===== src/rtl/menu_controle_if.sv =====
// rtl/menu_controle_if.sv - menu controller signal bundle: session control, buttons and menu status
interface menu_controle_if;
    logic       inicia_menu;
    logic [2:0] menu_sel;
    logic       botao_cima;
    logic       botao_baixo;
    logic       botao_enter;
    logic       press_enter;
    logic [2:0] cursor;
    logic [7:0] opcao;
    logic       menu_ativo;
    logic [2:0] db_estado;

    modport slave (
        input  inicia_menu,
        input  menu_sel,
        input  botao_cima,
        input  botao_baixo,
        input  botao_enter,
        output press_enter,
        output cursor,
        output opcao,
        output menu_ativo,
        output db_estado
    );

    modport master (
        output inicia_menu,
        output menu_sel,
        output botao_cima,
        output botao_baixo,
        output botao_enter,
        input  press_enter,
        input  cursor,
        input  opcao,
        input  menu_ativo,
        input  db_estado
    );
endinterface


===== src/rtl/menu_controle.sv =====
// rtl/menu_controle.sv - menu navigation FSM with button edge detection, hold-off and wrapping cursor
module menu_controle #(
    parameter int DEBOUNCE = 1000
) (
    input  logic            clock,
    input  logic            reset,
    menu_controle_if.slave  bus
);
    typedef enum logic [2:0] {
        OCIOSO   = 3'd0,
        CARREGA  = 3'd1,
        NAVEGA   = 3'd2,
        CONFIRMA = 3'd3,
        PRONTO   = 3'd4
    } estado_t;

    localparam int            HW   = (DEBOUNCE < 1) ? 1 : $clog2(DEBOUNCE + 1);
    localparam logic [HW-1:0] HOLD = HW'(DEBOUNCE);

    estado_t       r_estado, w_proximo;
    logic [2:0]    r_cursor, w_cursor;
    logic [3:0]    r_n, w_n, w_n_sel;
    logic [HW-1:0] r_holdoff, w_holdoff;
    logic          r_prev_cima, r_prev_baixo, r_prev_enter;
    logic          w_ed_cima, w_ed_baixo, w_ed_enter, w_aceita;
    logic [2:0]    w_ultimo;

    assign w_ed_cima  = bus.botao_cima  & ~r_prev_cima;
    assign w_ed_baixo = bus.botao_baixo & ~r_prev_baixo;
    assign w_ed_enter = bus.botao_enter & ~r_prev_enter;
    assign w_aceita   = (r_estado == NAVEGA) && (r_holdoff == '0)
                        && (w_ed_cima || w_ed_baixo || w_ed_enter);
    assign w_ultimo   = 3'(r_n - 4'd1);

    always_comb begin
        case (bus.menu_sel)
            3'd0, 3'd1: w_n_sel = 4'd4;
            3'd2, 3'd3: w_n_sel = 4'd8;
            3'd4:       w_n_sel = 4'd3;
            default:    w_n_sel = 4'd1;
        endcase
    end

    always_comb begin
        w_proximo = r_estado;
        w_cursor  = r_cursor;
        w_n       = r_n;
        w_holdoff = (r_holdoff != '0) ? r_holdoff - HW'(1) : r_holdoff;
        case (r_estado)
            OCIOSO: ;
            CARREGA: begin
                w_proximo = NAVEGA;
                w_cursor  = 3'd0;
                w_n       = w_n_sel;
                w_holdoff = '0;
            end
            NAVEGA: begin
                if (w_aceita) begin
                    w_holdoff = HOLD;
                    // enter wins over any simultaneous up/down edge
                    if (w_ed_enter)
                        w_proximo = CONFIRMA;
                    else if (w_ed_cima && !w_ed_baixo)
                        w_cursor = (r_cursor == w_ultimo) ? 3'd0 : r_cursor + 3'd1;
                    else if (w_ed_baixo && !w_ed_cima)
                        w_cursor = (r_cursor == 3'd0) ? w_ultimo : r_cursor - 3'd1;
                end
            end
            CONFIRMA: w_proximo = PRONTO;
            PRONTO:   ;
            default:  w_proximo = OCIOSO;
        endcase
        if (bus.inicia_menu)
            w_proximo = CARREGA;
    end

    always_ff @(posedge clock) begin
        if (reset) begin
            r_estado     <= OCIOSO;
            r_cursor     <= 3'd0;
            r_n          <= 4'd1;
            r_holdoff    <= '0;
            r_prev_cima  <= 1'b0;
            r_prev_baixo <= 1'b0;
            r_prev_enter <= 1'b0;
        end else begin
            r_estado     <= w_proximo;
            r_cursor     <= w_cursor;
            r_n          <= w_n;
            r_holdoff    <= w_holdoff;
            // loading in CARREGA and tracking elsewhere reduce to one copy of the level
            r_prev_cima  <= bus.botao_cima;
            r_prev_baixo <= bus.botao_baixo;
            r_prev_enter <= bus.botao_enter;
        end
    end

    assign bus.db_estado   = r_estado;
    assign bus.cursor      = r_cursor;
    assign bus.opcao       = (r_estado == OCIOSO) ? 8'd0 : (8'd1 << r_cursor);
    assign bus.press_enter = (r_estado == CONFIRMA);
    assign bus.menu_ativo  = (r_estado == NAVEGA);
endmodule

===== src/flat_wrapper.sv =====
// flat-port wrapper written by rule: the top's interface ports become plain ports
module menu_controle_flat 
#(
    parameter int DEBOUNCE = 1000
)
  (clock, reset, bus_inicia_menu, bus_menu_sel, bus_botao_cima, bus_botao_baixo, bus_botao_enter, bus_press_enter, bus_cursor, bus_opcao, bus_menu_ativo, bus_db_estado);
  menu_controle_if bus_i ();
  input  logic clock;
  input  logic reset;
  input wire logic [$bits(bus_i.inicia_menu)-1:0] bus_inicia_menu;
  input wire logic [$bits(bus_i.menu_sel)-1:0] bus_menu_sel;
  input wire logic [$bits(bus_i.botao_cima)-1:0] bus_botao_cima;
  input wire logic [$bits(bus_i.botao_baixo)-1:0] bus_botao_baixo;
  input wire logic [$bits(bus_i.botao_enter)-1:0] bus_botao_enter;
  output wire logic [$bits(bus_i.press_enter)-1:0] bus_press_enter;
  output wire logic [$bits(bus_i.cursor)-1:0] bus_cursor;
  output wire logic [$bits(bus_i.opcao)-1:0] bus_opcao;
  output wire logic [$bits(bus_i.menu_ativo)-1:0] bus_menu_ativo;
  output wire logic [$bits(bus_i.db_estado)-1:0] bus_db_estado;
  assign bus_i.inicia_menu = bus_inicia_menu;
  assign bus_i.menu_sel = bus_menu_sel;
  assign bus_i.botao_cima = bus_botao_cima;
  assign bus_i.botao_baixo = bus_botao_baixo;
  assign bus_i.botao_enter = bus_botao_enter;
  assign bus_press_enter = bus_i.press_enter;
  assign bus_cursor = bus_i.cursor;
  assign bus_opcao = bus_i.opcao;
  assign bus_menu_ativo = bus_i.menu_ativo;
  assign bus_db_estado = bus_i.db_estado;
  menu_controle #(.DEBOUNCE(DEBOUNCE)) u_core (.clock(clock), .reset(reset), .bus(bus_i));
endmodule

===== config.mk =====
export PLATFORM = sky130hd
export DESIGN_NAME = menu_controle_flat
export DESIGN_NICKNAME = d
export VERILOG_FILES = /design/src/rtl/menu_controle_if.sv /design/src/rtl/menu_controle.sv /design/src/flat_wrapper.sv
export SDC_FILE = /design/constraint.sdc
export NUM_CORES = 1
export LEC_CHECK = 0
export CORE_ASPECT_RATIO = 0.7
export CORE_MARGIN = 1.5
export CORE_UTILIZATION = 52
export DETAILED_ROUTE_END_ITERATION = 12
export GPL_ROUTABILITY_DRIVEN = 0
export PLACE_DENSITY = 0.76
export SKIP_CTS_REPAIR_TIMING = 1
export SYNTH_ARGS = -nofsm -noshare
export SYNTH_HDL_FRONTEND = slang
export SYNTH_SLANG_ARGS = --single-unit

===== constraint.sdc =====
create_clock -name clock -period 2.27 [get_ports clock]
set_clock_uncertainty 0.05 [all_clocks]
set_input_delay 0.5675 -clock clock [delete_from_list [all_inputs] [get_ports clock]]
set_output_delay 0.5675 -clock clock [all_outputs]
set_load 0.01 [all_outputs]

==> metrics.txt <==
# TYPE chip_impl_metric gauge
chip_impl_info{name="clockRootBuffer",value="sky130_fd_sc_hd__clkbuf_8"} 1
chip_impl_metric{name="max-cap-violations",unit=""} 0
chip_impl_metric{name="antenna_cells_inserted",unit=""} 0
chip_impl_metric{name="final_period_minus_worst_setup_slack",unit="ns"} 2.19
chip_impl_info{name="run_status",value="finished clean"} 1
chip_impl_metric{name="cts_htree_levels",unit=""} 1
chip_impl_info{name="cp_cell_sequence",value="buf_4 -> nor3b_2 -> clkdlybuf4s50_1"} 1
chip_impl_metric{name="synth_warnings",unit=""} 0
chip_impl_metric{name="cp_num_cells",unit=""} 3
chip_impl_metric{name="initial_utilization",unit="%"} 55.3
chip_impl_metric{name="final_cycle_utilization_of_the_critical_path",unit="%"} 96.3
chip_impl_metric{name="power_total",unit="W"} 0.00144
chip_impl_metric{name="slew_headroom",unit="%"} 71.8
chip_impl_info{name="ys_top_cells_by_count",value="sky130_fd_sc_hd__dfxtp_1 (22), sky130_fd_sc_hd__nor2_1 (19), sky130_fd_sc_hd__ha_1 (9)"} 1
chip_impl_metric{name="insertion_delay",unit="ns"} 0.26
chip_impl_metric{name="async_reset_ff_share",unit="%"} 0
chip_impl_info{name="crit-reg2reg-capture",value="u_core.bus.cursor[2]"} 1
chip_impl_metric{name="overflow",unit=""} 0
chip_impl_metric{name="clkSlewWorstSetupHoldPaths",unit="ns"} 0.07
chip_impl_info{name="grt_setup_unrepaired",value="false"} 1
chip_impl_metric{name="worstPathRequired",unit="ns"} 1.65
chip_impl_metric{name="postPlaceCellArea",unit="sq um"} 1740
chip_impl_metric{name="port_buffers",unit=""} 24
chip_impl_metric{name="ir_worst_vdd",unit="V"} 0.000566
chip_impl_metric{name="r2r_setup_slack",unit="ns"} 0.21
chip_impl_metric{name="die-area",unit="sq um"} 2980
chip_impl_metric{name="critPathArrivalTime",unit="ns"} 1.57
chip_impl_info{name="hp-class",value="reg2reg"} 1
chip_impl_metric{name="worst_pin_slew",unit="ns"} 0.423
chip_impl_metric{name="drc_errors",unit=""} 0
chip_impl_metric{name="grt_use_total",unit="%"} 21.9
chip_impl_metric{name="cp.buffers_inverters",unit=""} 2
chip_impl_metric{name="slew_violations",unit=""} 0
chip_impl_metric{name="drt-vias-per-instance",unit=""} 5.50
chip_impl_metric{name="maxClockFrequency",unit="MHz"} 457
chip_impl_metric{name="global_route_wire_length_before_repair",unit="um"} 4940
chip_impl_metric{name="synth_cells",unit=""} 163
chip_impl_metric{name="setup-violations-final",unit=""} 0
chip_impl_info{name="post-synth-top-count-cell",value="sky130_fd_sc_hd__dfxtp_1"} 1
chip_impl_info{name="crit_slowest_cell",value="sky130_fd_sc_hd__clkdlybuf4s50_1"} 1
chip_impl_metric{name="vias",unit=""} 1282
chip_impl_metric{name="regArea",unit="sq um"} 449
chip_impl_metric{name="crit_fanout",unit=""} 7
chip_impl_metric{name="wl_per_cell",unit="um"} 13.5
chip_impl_metric{name="cts_inserted_buffers",unit=""} 3
chip_impl_metric{name="worst_hold_path.num_cells",unit=""} 1
chip_impl_metric{name="route.antenna.remaining_nets",unit=""} 0
chip_impl_metric{name="initial_detailed_routing_violation_count",unit=""} 78
chip_impl_metric{name="finalWirelength",unit="um"} 3140
chip_impl_metric{name="std_cell_rows",unit=""} 15
chip_impl_metric{name="cts_num_sinks",unit=""} 22
chip_impl_info{name="critical_path.endpoint_type",value="output pin"} 1
chip_impl_info{name="synthFlopType",value="sky130_fd_sc_hd__dfxtp_1"} 1
chip_impl_info{name="launch_point_of_the_critical_path",value="u_core.bus.db_estado[0]"} 1
chip_impl_metric{name="switchingPower",unit="W"} 0.000512
chip_impl_info{name="yosys.area.top_type",value="sky130_fd_sc_hd__dfxtp_1"} 1
chip_impl_metric{name="final.hold.worst_slack",unit="ns"} 0.441
chip_impl_metric{name="syn-num-nets",unit=""} 181
chip_impl_metric{name="synthDistinctLibCells",unit=""} 39
chip_impl_metric{name="largest_net_degree_at_the_start_of_global_routing",unit=""} 20
chip_impl_metric{name="power_leakage",unit="nW"} 0.931
chip_impl_metric{name="syn_area",unit="sq um"} 1380
chip_impl_metric{name="reg2regPathDepth",unit=""} 8
chip_impl_metric{name="power.combinational.fraction",unit="%"} 45.1
chip_impl_metric{name="critical_path.max_stage_delay",unit="ns"} 0.58
chip_impl_metric{name="num_io_pins",unit=""} 25
chip_impl_info{name="cell_types_occupying_the_most_area_after_synthesis",value="sky130_fd_sc_hd__dfxtp_1 (32%), sky130_fd_sc_hd__ha_1 (8.2%), sky130_fd_sc_hd__nor2_1 (5.2%), sky130_fd_sc_hd__xor2_1 (3.8%), sky130_fd_sc_hd__nor2b_1 (3.6%)"} 1
chip_impl_metric{name="intPower",unit="W"} 0.000932
chip_impl_metric{name="core",unit="sq um"} 2500
chip_impl_metric{name="final_area",unit="sq um"} 1830
chip_impl_info{name="timing.critical_path.to",value="bus_menu_ativo"} 1
chip_impl_info{name="worstSetupStartpointType",value="register"} 1
chip_impl_metric{name="synth-seq-area-share",unit="%"} 31.9
chip_impl_metric{name="share_of_cells_above_drive_strength_1",unit="%"} 15.6
chip_impl_metric{name="power.density_cell_area",unit="nW/um^2"} 787
chip_impl_metric{name="flip_flop_and_latch_count_after_synthesis",unit=""} 22
chip_impl_metric{name="seq_power_share",unit="%"} 36.3
chip_impl_metric{name="synth.top_cell.area_share",unit="%"} 31.9
chip_impl_info{name="r2r_startpoint",value="u_core.r_holdoff[1]"} 1
chip_impl_metric{name="combined_area_of_the_multi_input_logic_cells",unit="sq um"} 900
chip_impl_metric{name="nets",unit=""} 218
chip_impl_metric{name="first_pass_iters",unit=""} 4
chip_impl_metric{name="sw_frac_of_total",unit="%"} 35.5
chip_impl_info{name="worst-setup-path-type",value="reg2out"} 1
chip_impl_metric{name="clk_path_buf_depth",unit=""} 2
chip_impl_metric{name="power.share.clock",unit="%"} 18.6
chip_impl_info{name="timing.critical_path.max_delay_family",value="buffers and inverters"} 1
chip_impl_metric{name="first_global_vias",unit=""} 1091
chip_impl_metric{name="area_delta_synth_final",unit="%"} 32.9
chip_impl_metric{name="final-hold-violation-count",unit=""} 0
chip_impl_metric{name="initial_antenna_violation_count",unit=""} 0
chip_impl_metric{name="dp_hpwl",unit="um"} 2390
chip_impl_metric{name="dieHeight",unit="um"} 46.1
chip_impl_metric{name="syn-mean-instance-area",unit="sq um"} 8.47
chip_impl_info{name="cts_tree",value="built"} 1
chip_impl_metric{name="synth_edf_count",unit=""} 0
chip_impl_metric{name="fill_cells",unit=""} 178
chip_impl_metric{name="floorplan.die.width",unit="um"} 64.6
## cell usage in the layout (no fill, tap or decap), types with 2 or more instances in the layout
cell type                         count
sky130_fd_sc_hd__mux2_2               2
sky130_fd_sc_hd__nand3_1              2
sky130_fd_sc_hd__and3_1               7
sky130_fd_sc_hd__mux2i_1              2
sky130_fd_sc_hd__clkbuf_8             4
sky130_fd_sc_hd__xnor2_1              3
sky130_fd_sc_hd__inv_1                8
sky130_fd_sc_hd__ha_1                 7
sky130_fd_sc_hd__dlymetal6s2s_1       8
sky130_fd_sc_hd__or3_1                3
sky130_fd_sc_hd__nor2b_1              8
sky130_fd_sc_hd__dfxtp_1             17
sky130_fd_sc_hd__o211a_1              2
sky130_fd_sc_hd__a31oi_1              2
sky130_fd_sc_hd__nor3_1               6
sky130_fd_sc_hd__ha_2                 2
sky130_fd_sc_hd__nand2_1              8
sky130_fd_sc_hd__and2_1               4
sky130_fd_sc_hd__nor4_1               2
sky130_fd_sc_hd__nand2b_1             6
sky130_fd_sc_hd__a21oi_1              8
sky130_fd_sc_hd__xor2_1               6
sky130_fd_sc_hd__buf_4               13
sky130_fd_sc_hd__nand4b_1             3
sky130_fd_sc_hd__a21boi_0             3
sky130_fd_sc_hd__dfxtp_2              4
sky130_fd_sc_hd__nor3b_1              2
sky130_fd_sc_hd__clkdlybuf4s50_1     16
sky130_fd_sc_hd__o21ai_0              7
sky130_fd_sc_hd__nor2_1              19
## worst min-delay path by stage
stage | start | end | slack (ns)
after floorplan | u_core.r_n[1] | u_core.r_n[1] | 0.41
after global placement | u_core.r_n[1] | u_core.r_n[1] | 0.43
after detailed placement | u_core.r_n[1] | u_core.r_n[1] | 0.44
after CTS | u_core.r_n[1] | u_core.r_n[1] | 0.46
after global routing | u_core.bus.db_estado[2] | u_core.bus.db_estado[1] | 0.47
final | u_core.bus.db_estado[2] | u_core.bus.db_estado[1] | 0.44
## sequential cells by signal, indices dropped and copies added (netlist names)
signal,count
u_core.bus.cursor,3
u_core.bus.db_estado,3
u_core.r_holdoff,10
u_core.r_n,3
u_core.r_prev_baixo,1
u_core.r_prev_cima,1
u_core.r_prev_enter,1
## cell families (layout without fill, tap and decap cells)
kind of cell	count (synthesis)	after routing	share of synthesized area (%)
fa+ha+maj	9	9	8.16
simple gates	77	77	32.4
flops	22	22	31.9
buf+inv	13	49	3.63
mux	4	4	3.08
compound gates	28	28	13.5
xor+xnor	10	10	7.34
## layer usage
layer / track usage, % / up-vias / share of wire (%) / wire length [um]
met5: 0 / - / 0 / 0
met4: 3.83 / 0 / 0.35 / 11
met3: 4.40 / 2 / 6.6 / 206
met2: 36.0 / 42 / 45 / 1410
met1: 30.6 / 596 / 48 / 1520
li1: - / 642 / - / -
## layout make-up
type,instances,share of cell area [%]
repair buffers,37,19.5
multi-input cells,128,49.0
flip-flops and latches,22,24.5
clock buffers,4,3.00
well taps,34,2.32
inverters,8,1.64
## through the flow
step	TNS, ns	setup slack [ns]	std cells	util (%)
finish	0	0.0834	233	73.5
floorplan	0	0.212	163	-
global placement	-0.00400	-0.00400	229	69.7
CTS	-0.968	-0.138	233	71.9
global route	0	0.00347	233	73.5
detailed placement	-0.0280	-0.0280	229	69.7
## worst register-to-register path: stages, from the launching register on
cell and delay, ns:
sky130_fd_sc_hd__dfxtp_1 0.34, sky130_fd_sc_hd__inv_1 0.07, sky130_fd_sc_hd__ha_1 0.18, sky130_fd_sc_hd__nor4b_4 0.25, sky130_fd_sc_hd__nand2_2 0.12, sky130_fd_sc_hd__or3_1 0.42, sky130_fd_sc_hd__buf_4 0.18, sky130_fd_sc_hd__a31oi_1 0.21
sky130_fd_sc_hd__o211a_1 0.17
## power groups by stage
stage	combinational, W	clock [W]	sequential (W)
after global placement	0.000614	0	0.000528
after CTS	0.000645	0.000279	0.000523
final	0.000651	0.000269	0.000524
after global routing	0.000711	0.000296	0.000534
after detailed placement	0.000642	0	0.000531
after floorplan	0.000448	0	0.000518
Note: power is estimated with default switching activity, not from simulation.
==> variant: new RTL, config.mk and constraints unchanged <==
`DEBOUNCE` is set to 1000 in 2 places; all go to 500.
--- a/src/rtl/menu_controle.sv
+++ b/src/rtl/menu_controle.sv
@@ -2,3 +2,3 @@
 module menu_controle #(
-    parameter int DEBOUNCE = 1000
+    parameter int DEBOUNCE = 500
 ) (
--- a/src/flat_wrapper.sv
+++ b/src/flat_wrapper.sv
@@ -3,3 +3,3 @@
 #(
-    parameter int DEBOUNCE = 1000
+    parameter int DEBOUNCE = 500
 )
Check against the original RTL: same outputs for any inputs over 10 cycles, from zero or initial values and one cycle with reset high; that may be too few to reach the edited logic, so the function may still have changed.
==> variant against the original RTL <==
- sequential cell count decreased by 1
- total power increased by 6.8%
- synthesized area down 1.4%
- synthesized cell count down 6.7%
- sequential share of layout area down 0.37 points
- wire length is 7.5% lower
- cell area shrank 3.0%
- worst setup slack worse by 0.011 ns
- combinational power rose by 14%
- largest power group unchanged
==> variant: results (changes against the original RTL) <==
stage	metric	value	unit	change
detailed_routing	wire_per_inst	13.2	µm	-2.1%
finish	largest_register_ff_count	9		-1
yosys	post_synth_main_area_contributors	sky130_fd_sc_hd__dfxtp_1 (31%), sky130_fd_sc_hd__ha_1 (9.2%), sky130_fd_sc_hd__xor2_1 (5.8%)		
run_status	outcome	finished, final reports clean		
finish	seqCellArea	429	µm²	-4.5%
grt	first_global_vias	1085		-0.55%
yosys	yosys_register_bits	21		-4.5%
detailed_routing	route.met3.wl	123	µm	-40%
yosys	yosysSeqAreaShare	30.9	%	-1.0 points
detailed_routing	vias_per_cell	5.28		-4.1%
setup_path	critical_path.reg2reg.endpoint	u_core.bus.cursor[0]		
grt	grt_pass1_wl	5.03	mm	+1.8%
pwr	power.share.clock	16.2	%	-2.4 points
setup_path	r2r_slack	0.38	ns	+0.17 ns
placement	pre_cts_slack	0.142	ns	+0.170 ns
grt	met3_track_demand_over_resource_in_global_routing	5.20	%	+0.80 points
finish	layout.nonclk_buf_share	18.4	%	-1.1 points
grt	grt_start_max_net_pins	13		-35%
finish	nClkBuffers	3		-1
sta	finalWorstSetupSlack	0.0722	ns	-0.0111 ns
yosys	synth.area.mux_share	3.22	%	+0.13 points
setup_path	regToRegStartpoint	u_core.r_n[0]		
yosys	post_synth_fa_ha_maj_area_fraction	9.19	%	+1.0 points
grt	total_routing_resource_utilization_after_global_routing	22.4	%	+0.54 points
finish	final_layout_size_suffix_gt1_share	18.3	%	+2.7 points
yosys	syn_nets	171		-5.5%
pwr	power.switching_fraction	39.5	%	+4.0 points
finish	final.signal_inverter_count	9		+1
finish	buffers	33		-11%
finish	multi_input_area_share	50.6	%	+1.5 points
variant: cell count changes after synthesis, moves of 3 or more:
cell                       unedited run  this run
sky130_fd_sc_hd__nand2_1              8        19
sky130_fd_sc_hd__o21ai_0              7         0
sky130_fd_sc_hd__nor2_1              19        13
sky130_fd_sc_hd__a211oi_2             0         3
sky130_fd_sc_hd__a21boi_0             3         0
sky130_fd_sc_hd__nand3_1              2         5
sky130_fd_sc_hd__nand4b_1             3         0
sky130_fd_sc_hd__nor2b_1              8         5
sky130_fd_sc_hd__xor2_1               6         9
variant: worst min path at each step:
stage / cells after the start / to / startpoint
floorplan: 2 / u_core.r_n[1] / u_core.r_n[1]
CTS: 2 / u_core.r_n[1] / u_core.r_n[1]
global placement: 2 / u_core.r_n[1] / u_core.r_n[1]
finish: 2 / u_core.r_n[1] / u_core.r_n[1]
detailed placement: 2 / u_core.r_n[1] / u_core.r_n[1]
global route: 2 / u_core.r_holdoff[1] / u_core.r_holdoff[1]
variant: critical path: cells and delay by family, from the launching register on:
kind | cells | cell delay [ns]
buf+inv | 2 | 0.74
flops | 1 | 0.32
simple gates | 1 | 0.26
variant: metrics by stage:
stage               TNS [ns]  cell area, µm²  instances  hold slack [ns]  power, mW
floorplan                  0            1360        152            0.407       1.13
global placement           0            1690        215            0.426       1.26
detailed placement         0            1690        215            0.446       1.29
CTS                   -0.987            1730        219            0.466       1.54
global route               0            1780        220            0.518       1.68
finish                     0            1780        220            0.458       1.54
variant: cell families after synthesis:
logic type,Yosys count
XOR/XNOR,12
AND/OR/NAND/NOR,75
multiplexers,4
AO/OA/AOI/OAI,18
buffers and inverters,12
adder cells (fa/ha/maj),10
flip-flops,21
